**src/rtl/controle_contador_pkg.sv**
```systemverilog
// Shared definitions for the counter control stage.
//   LARGURA  : width of the shift/ring counter driven by this block
//   modo_t   : {ch1,ch0} mode-select encoding understood by the counter
//   estado_t : control FSM states (2 bits)
package controle_contador_pkg;

  localparam int LARGURA = 7;

  typedef enum logic [1:0] {
    MODO_HOLD  = 2'b00,
    MODO_SHIFT = 2'b01,
    MODO_LOAD  = 2'b10,
    MODO_CLEAR = 2'b11
  } modo_t;

  typedef enum logic [1:0] {
    EST_HOLD  = 2'b00,
    EST_RUN   = 2'b01,
    EST_LOAD  = 2'b10,
    EST_CLEAR = 2'b11
  } estado_t;

endpackage

```
**src/rtl/sincroniza_botao.sv**
```systemverilog
// Button synchroniser and rising-edge detector.
//   clk   : system clock
//   rst   : asynchronous active-high reset
//   btn   : raw asynchronous button level
//   borda : one-cycle pulse, one clock after the synchronised level rises
// A level sampled high at edge k yields borda high between edges k+1 and
// k+2, so a registered consumer reacts at edge k+2.
module sincroniza_botao (
  input  logic clk,
  input  logic rst,
  input  logic btn,
  output logic borda
);

  logic sync1;
  logic sync2;
  logic prev;
  logic cheio;
  logic armado;

  // armado is only set once the button has been sampled low after reset,
  // so a button held through reset never counts as a press. cheio marks
  // that sync1 holds a real sample rather than its reset value.
  always_ff @(posedge clk or posedge rst) begin
    if (rst) begin
      sync1  <= 1'b0;
      sync2  <= 1'b0;
      prev   <= 1'b0;
      cheio  <= 1'b0;
      armado <= 1'b0;
    end else begin
      sync1 <= btn;
      sync2 <= sync1;
      prev  <= sync2;
      cheio <= 1'b1;
      if (cheio && !sync1) begin
        armado <= 1'b1;
      end
    end
  end

  assign borda = sync2 & ~prev & armado;

endmodule

```
**src/rtl/controle_contador.sv**
```systemverilog
// Control stage in front of the 7-bit shift/ring counter.
//   clk, rst        : clock, asynchronous active-high reset
//   btn_load/run/clr: raw buttons (parallel load, run/stop toggle, clear)
//   sw_dado         : parallel load value (bit0 -> counter bit0)
//   sw_serial       : serial value fed to d while running
//   ch1, ch0        : mode select to counter (00 hold, 01 shift, 10 load, 11 clear)
//   d               : serial input to counter
//   bits            : parallel load word
//   passo           : shifts done in the current rotation, 0..PASSOS-1
//   volta           : one-cycle pulse when passo wraps to 0
//   rodando         : run flag
// All outputs come straight from flops.
module controle_contador
  import controle_contador_pkg::*;
#(
  parameter int DIV    = 4,
  parameter int PASSOS = 7
) (
  input  logic               clk,
  input  logic               rst,
  input  logic               btn_load,
  input  logic               btn_run,
  input  logic               btn_clr,
  input  logic [LARGURA-1:0] sw_dado,
  input  logic               sw_serial,
  output logic               ch1,
  output logic               ch0,
  output logic               d,
  output logic [LARGURA-1:0] bits,
  output logic [2:0]         passo,
  output logic               volta,
  output logic               rodando
);

  localparam int PW = $clog2(DIV);

  logic ev_load;
  logic ev_run;
  logic ev_clr;

  sincroniza_botao u_sinc_load (.clk(clk), .rst(rst), .btn(btn_load), .borda(ev_load));
  sincroniza_botao u_sinc_run  (.clk(clk), .rst(rst), .btn(btn_run),  .borda(ev_run));
  sincroniza_botao u_sinc_clr  (.clk(clk), .rst(rst), .btn(btn_clr),  .borda(ev_clr));

  // FSM state is kept in estado for observation alongside the outputs.
  estado_t            estado,  estado_prox;
  modo_t              modo,    modo_prox;
  logic               d_prox;
  logic [LARGURA-1:0] bits_prox;
  logic [2:0]         passo_prox;
  logic               volta_prox;
  logic               rodando_prox;
  logic [PW-1:0]      presc,   presc_prox;

  always_comb begin
    estado_prox  = estado;
    modo_prox    = MODO_HOLD;
    d_prox       = d;
    bits_prox    = bits;
    passo_prox   = passo;
    volta_prox   = 1'b0;
    rodando_prox = rodando;
    presc_prox   = presc;

    if (estado == EST_RUN) begin
      d_prox = sw_serial;
    end

    case (estado)
      // One-shot states: any button edge arriving now is consumed.
      EST_LOAD, EST_CLEAR: begin
        estado_prox = rodando ? EST_RUN : EST_HOLD;
        presc_prox  = '0;
      end
      default: begin
        // clr beats load beats run toggle; losers are dropped, and an event
        // pre-empts a prescaler tick in the same cycle.
        if (ev_clr) begin
          estado_prox = EST_CLEAR;
          modo_prox   = MODO_CLEAR;
          bits_prox   = '0;
          passo_prox  = '0;
        end else if (ev_load) begin
          estado_prox = EST_LOAD;
          modo_prox   = MODO_LOAD;
          bits_prox   = sw_dado;
          passo_prox  = '0;
        end else if (ev_run) begin
          rodando_prox = ~rodando;
          estado_prox  = rodando ? EST_HOLD : EST_RUN;
          presc_prox   = '0;
        end else if (estado == EST_RUN) begin
          if (presc == PW'(DIV - 1)) begin
            presc_prox = '0;
            modo_prox  = MODO_SHIFT;
            if (passo == 3'(PASSOS - 1)) begin
              passo_prox = '0;
              volta_prox = 1'b1;
            end else begin
              passo_prox = passo + 3'd1;
            end
          end else begin
            presc_prox = presc + 1'b1;
          end
        end
      end
    endcase
  end

  always_ff @(posedge clk or posedge rst) begin
    if (rst) begin
      estado  <= EST_HOLD;
      modo    <= MODO_HOLD;
      d       <= 1'b0;
      bits    <= '0;
      passo   <= '0;
      volta   <= 1'b0;
      rodando <= 1'b0;
      presc   <= '0;
    end else begin
      estado  <= estado_prox;
      modo    <= modo_prox;
      d       <= d_prox;
      bits    <= bits_prox;
      passo   <= passo_prox;
      volta   <= volta_prox;
      rodando <= rodando_prox;
      presc   <= presc_prox;
    end
  end

  assign ch1 = modo[1];
  assign ch0 = modo[0];

endmodule
```
**config.mk**
```make
export PLATFORM = sky130hd
export DESIGN_NAME = controle_contador
export DESIGN_NICKNAME = d
export VERILOG_FILES = /design/src/rtl/controle_contador_pkg.sv /design/src/rtl/sincroniza_botao.sv /design/src/rtl/controle_contador.sv
export SDC_FILE = /design/constraint.sdc
export NUM_CORES = 1
export LEC_CHECK = 0
export ABC_AREA = 1
export CAP_MARGIN = 5
export CORE_ASPECT_RATIO = 1.25
export CORE_MARGIN = 2
export CORE_UTILIZATION = 53
export CTS_CLUSTER_DIAMETER = 80
export DETAILED_ROUTE_END_ITERATION = 8
export PLACE_DENSITY = 0.8
export SETUP_SLACK_MARGIN = 0.4
export SLEW_MARGIN = 40
export SYNTH_ARGS = -nofsm -noshare
export SYNTH_HDL_FRONTEND = slang
export SYNTH_SLANG_ARGS = --single-unit
```
**constraint.sdc**
```tcl
create_clock -name clk -period 2.1 [get_ports clk]
set_clock_uncertainty 0.15 [all_clocks]
set_input_delay 0.525 -clock clk [delete_from_list [all_inputs] [get_ports clk]]
set_output_delay 0.525 -clock clk [all_outputs]
set_load 0.01 [all_outputs]
```
# Word level (Yosys, flattened, before mapping)
# Cells that the tools add are included.
# totals
register_bits	32
input_bits	13
out_inout_bits	15
wordCells	93
# op_classes
n_addsub	2
n_eq_ne	8
mux	33
bitwise	13
reduce_logical	16
# op_table
operator	count
$mux 2	13
$mux 3	6
$mux 7	2
$mux 1	12
$reduce_bool 3->1	3
$reduce_and 4->1	2
$not 1->1	7
$and 1x1->1	6
$eq 2x2->1 const B	3
$ne 2x1->1 const B	2
$reduce_bool 4->1	1
$add 3x1->3 const B	1
$eq 3x3->1 const B	1
$logic_and 1x1->1	3
$logic_not 1->1	3
$ne 3x2->1 const B	1
$reduce_and 3->1	1
$add 2x1->2 const B	1
$eq 2x1->1 const B	1
$reduce_and 2->1	1
$reduce_bool 2->1	1
$reduce_or 2->1	1

# Logic depth before layout (Yosys ltp)
# depth
word_depth	8
ltp_mapped	7
mapped_depth_nobuf	7

# Cells and area by module
# From an unflattened synthesis, not the netlist that was laid out.
# unflattened
cells_unflattened	144
area_unflattened_um2	1356.3
# modules_own_cells
mod	n_inst	cells_each	area_per_inst_um2	seq_area_each_um2
controle_contador	1	105	883.3	475.5
sincroniza_botao	3	13	157.7	125.1

# Worst setup path after synthesis
# OpenSTA, ideal clock, no wires.
# synth_timing
path_kind	reg-to-reg
startpoint	register presc[0]
endpoint	register presc[0]
setup_ns	0.065
arrival_time_ns	1.034
t_required_ns	1.885
setup_slack_ns	0.851
path_stages_with_launch	6
path_buffers	0
period_less_slack_ns	1.249
cell_sequence	dfrtp_1 ha_1 or2_2 nor2_1 nand3_1 nand2_1
# synth_between
elab_chain_len	7
word_cells_on_any_way	8
cone_classes	1 x add/sub; 1 x eq/ne; 6 x mux
# synth_rtl
item	line_no	source
start, declared	controle_contador.sv:53	logic [PW-1:0] presc, presc_prox;
start signal, assigned	controle_contador.sv:128	presc <= presc_prox;
$add 2x1->2 / $eq 2x2->1 (equally long branches)	controle_contador.sv:103, controle_contador.sv:93	
$mux 2 (*)	controle_contador.sv:93	if (presc == PW'(DIV - 1)) begin
$mux 2 (*)	controle_contador.sv:92	end else if (estado == EST_RUN) begin
$mux 2 (*)	controle_contador.sv:88	end else if (ev_run) begin
$mux 2 (*)	controle_contador.sv:83	end else if (ev_load) begin
$mux 2 (*)	controle_contador.sv:78	if (ev_clr) begin
$mux 2 (*)	controle_contador.sv:69	case (estado)
# Mark *: on every way between the ends. The rest lies on a longest branch, timed or not. The select of a mux whose other input is x is not followed.
# A chain may end at the register's enable or synchronous reset.

# Final worst setup path
# layout_timing
startpoint	register bits[1]
endpoint	output port bits[1]
# layout_rtl
item	line_no	source
start, declared	controle_contador.sv:29	output logic [LARGURA-1:0] bits,
start signal, assigned	controle_contador.sv:124	bits <= bits_prox;
# No word-level cell between the ends.

==> metrics.txt <==
Buffers & Inverters on Critical Path 1; Cells after Synth roughly 140; Critical Path Slowest Stage Cell sky130_fd_sc_hd__dfrtp_1; post-synthesis area per instance slightly below 10 um2; post-synthesis sequential element count 32; number of design rule violations left after detail routing 0; CTS Hold Bufs 0; detailed router's first-iteration violation count 21; clock-pin slew on the worst setup and hold paths 0.08 ns; top cells by area in the synthesized netlist sky130_fd_sc_hd__dfrtp_1 60%, sky130_fd_sc_hd__nand2_1 12%, sky130_fd_sc_hd__nand3_1 6.7%; global placement routability congestion about 0.78; required time at the worst-slack endpoint about 1.4 ns; count of synthesis-stage warnings from yosys 0; nets in the synthesized netlist 152; WL final ~2.5 mm; antenna diode count 0; portion of the post-synthesis area used by sequential elements between 50% and 60%; setup-violating endpoint count in the final report 0; filler-free cell count of the finished design about 210; number of max-capacitance violations reported 0; relative area change from synthesis to final layout 29.4%; overall overflow remaining after global route 0; number of unique standard cell types used by synthesis 24; maximum number of pins on one net before global-route repair 33; TritonCTS clock tree built; number of buffers on the longest clock path 2; cell family with the largest share of critical-path delay flip-flops; Placed Cells between 150 and 200; final max-slew violation count 0; clock latency reported for the late side of the worst-skew pair roughly 0.32 ns; initial cell density of the core around 55%; number of global-route vias before repair around 1000; net total in the final layout ~190; Final Hold Vio Count 0; worst-case vdd ir drop between 700 and 800 uV; number of vias in the routed layout between 1000 and 1500; largest driver fanout on the critical path 2; cell depth of the worst hold path 0; capturing element type of the critical path primary output; number of detailed-route iterations in the first pass 4; length in cells of the worst reg-to-reg path 5; CTS Buf Count 5; clock period minus worst slack ~1.7 ns; total of buffers placed on input and output ports 27; All-Layer GR Usage about a fifth; static leakage power slightly above 0.9 nW; proportion of netlist area held by the largest area contributor ~60%; number of sinks driven by the clock tree 32; proportion of layout cells with a drive suffix above 1 approximately 16%; upper clock frequency limit 0.604 GHz; total half-perimeter wirelength after legalization and detailed placement about 1.8 mm; unrepaired setup endpoints after global routing false; Final period util 78.8%; detailed-route vias per instance between 4 and 5; CP Cell Sequence dlygate4sd2_1; total die area between 2000 and 3000 um2; type of the worst setup path reg2out; htree depth 2; boundary pin count 28; biggest cell delay along the critical path between 0.3 and 0.4 ns; Cell Pwr Density between 900 and 1000 nW/um2; routed wire length per instance about 12 um; worst hold path type reg2reg; commonest cells after routing, fill and taps aside 42 x sky130_fd_sc_hd__nand2_1, 32 x sky130_fd_sc_hd__dfrtp_1, 18 x sky130_fd_sc_hd__nand3_1, 12 x sky130_fd_sc_hd__clkdlybuf4s50_1, 11 x sky130_fd_sc_hd__inv_1; floorplan core area about 2400 um2; antenna violations before repair 0; final antenna-violating net count 0; Worst Path Arrival 0.98 ns; most area-hungry cell type in the Yosys netlist sky130_fd_sc_hd__dfrtp_1; Chip Width ~49 um; setup TNS 0 ns; number of cells on the critical path 1; most frequent standard cell in the layout excluding fill and tap cells sky130_fd_sc_hd__nand2_1; post-synth design cell area 1340 um2; Rows 20; run status completed; CTS root buf sky130_fd_sc_hd__clkbuf_4; die boundary height around 60 um; global-route wire length before repair about 4.3 mm; critical path launch point type flop
==> worst paths after layout <==
check / from / to / slack, ns
max: bits[1] / bits[1] / 0.44
min: u_sinc_run.sync1 / u_sinc_run.sync2 / 0.23
min reg2reg: u_sinc_run.sync1 / u_sinc_run.sync2 / 0.23
max reg2reg: presc[0] / presc[0] / 0.73
min in group asynchronous: rst / bits[6] / 0.44
max in group asynchronous: rst / passo[0] / 1.09
==> registers in the layout, indices dropped and copies added, names as in the netlist, 2 cells and up <==
register,flops
modo,2
presc,2
bits,7
passo,3
estado,2
==> routing by layer <==
metal	track usage, %	up-vias	wire length, um
li1	-	517	-
met2	37.2	21	1380
met1	20.8	482	950
met3	6.75	6	95
met4	10.2	0	45
met5	0	-	0
==> timing repair <==
action,CTS,global route
hold endpoints to repair,0,0
setup buffers,3,3
gates resized for setup,14,9
setup endpoints to repair,15,9
==> cells in the mapped netlist (all sizes together) <==
library cell,instances
nand4,1
nand3,21
nor3,1
dfrtp,32
nand2,47
inv,13
buf,1
o21ai,1
ha,1
o21bai,3
nor2,12
a21oi,1
or2,1
xnor2,1
conb,1
mux2,1
==> where the power goes <==
group	switching, mW	internal [mW]	total (mW)
Combinational	0.266	0.260	0.526
Sequential	0.0630	0.716	0.779
Clock	0.178	0.123	0.301
Total	0.507	1.10	1.61
==> cell type report <==
| type | count | area, um2 |
|---|---|---|
| tap | 33 | 41.3 |
| inverter | 13 | 51.3 |
| fill | 197 | 694 |
| sequential | 32 | 801 |
| clock buffer | 6 | 41.3 |
| multi-input combinational | 92 | 475 |
| clock inverter | 1 | 5.00 |
| timing repair buffer | 34 | 318 |
==> kinds of logic after synthesis <==
group,share of synthesized area (%)
DFF,59.8
xor gates and xnor gates,0.654
other,0.280
AOI/OAI and AO/OA,2.43
and+or+nand+nor,30.4
muxes,0.841
adders and majority gates,0.934
buffers and inverters,4.67
==> per-stage QoR <==
step                      area (um2)  hold slack [ns]  utilization [%]  setup slack [ns]  power (mW)
after global routing            1730            0.249             71.4             0.405        1.73
after detailed placement        1650            0.215             67.8             0.430        1.29
after floorplan                 1340            0.204                -             0.734        1.08
after CTS                       1700            0.235             69.9             0.188        1.59
after global placement          1650            0.208             67.8             0.469        1.26
final                           1730            0.231             71.4             0.445        1.61
Note: power is estimated with default switching activity, not from simulation.
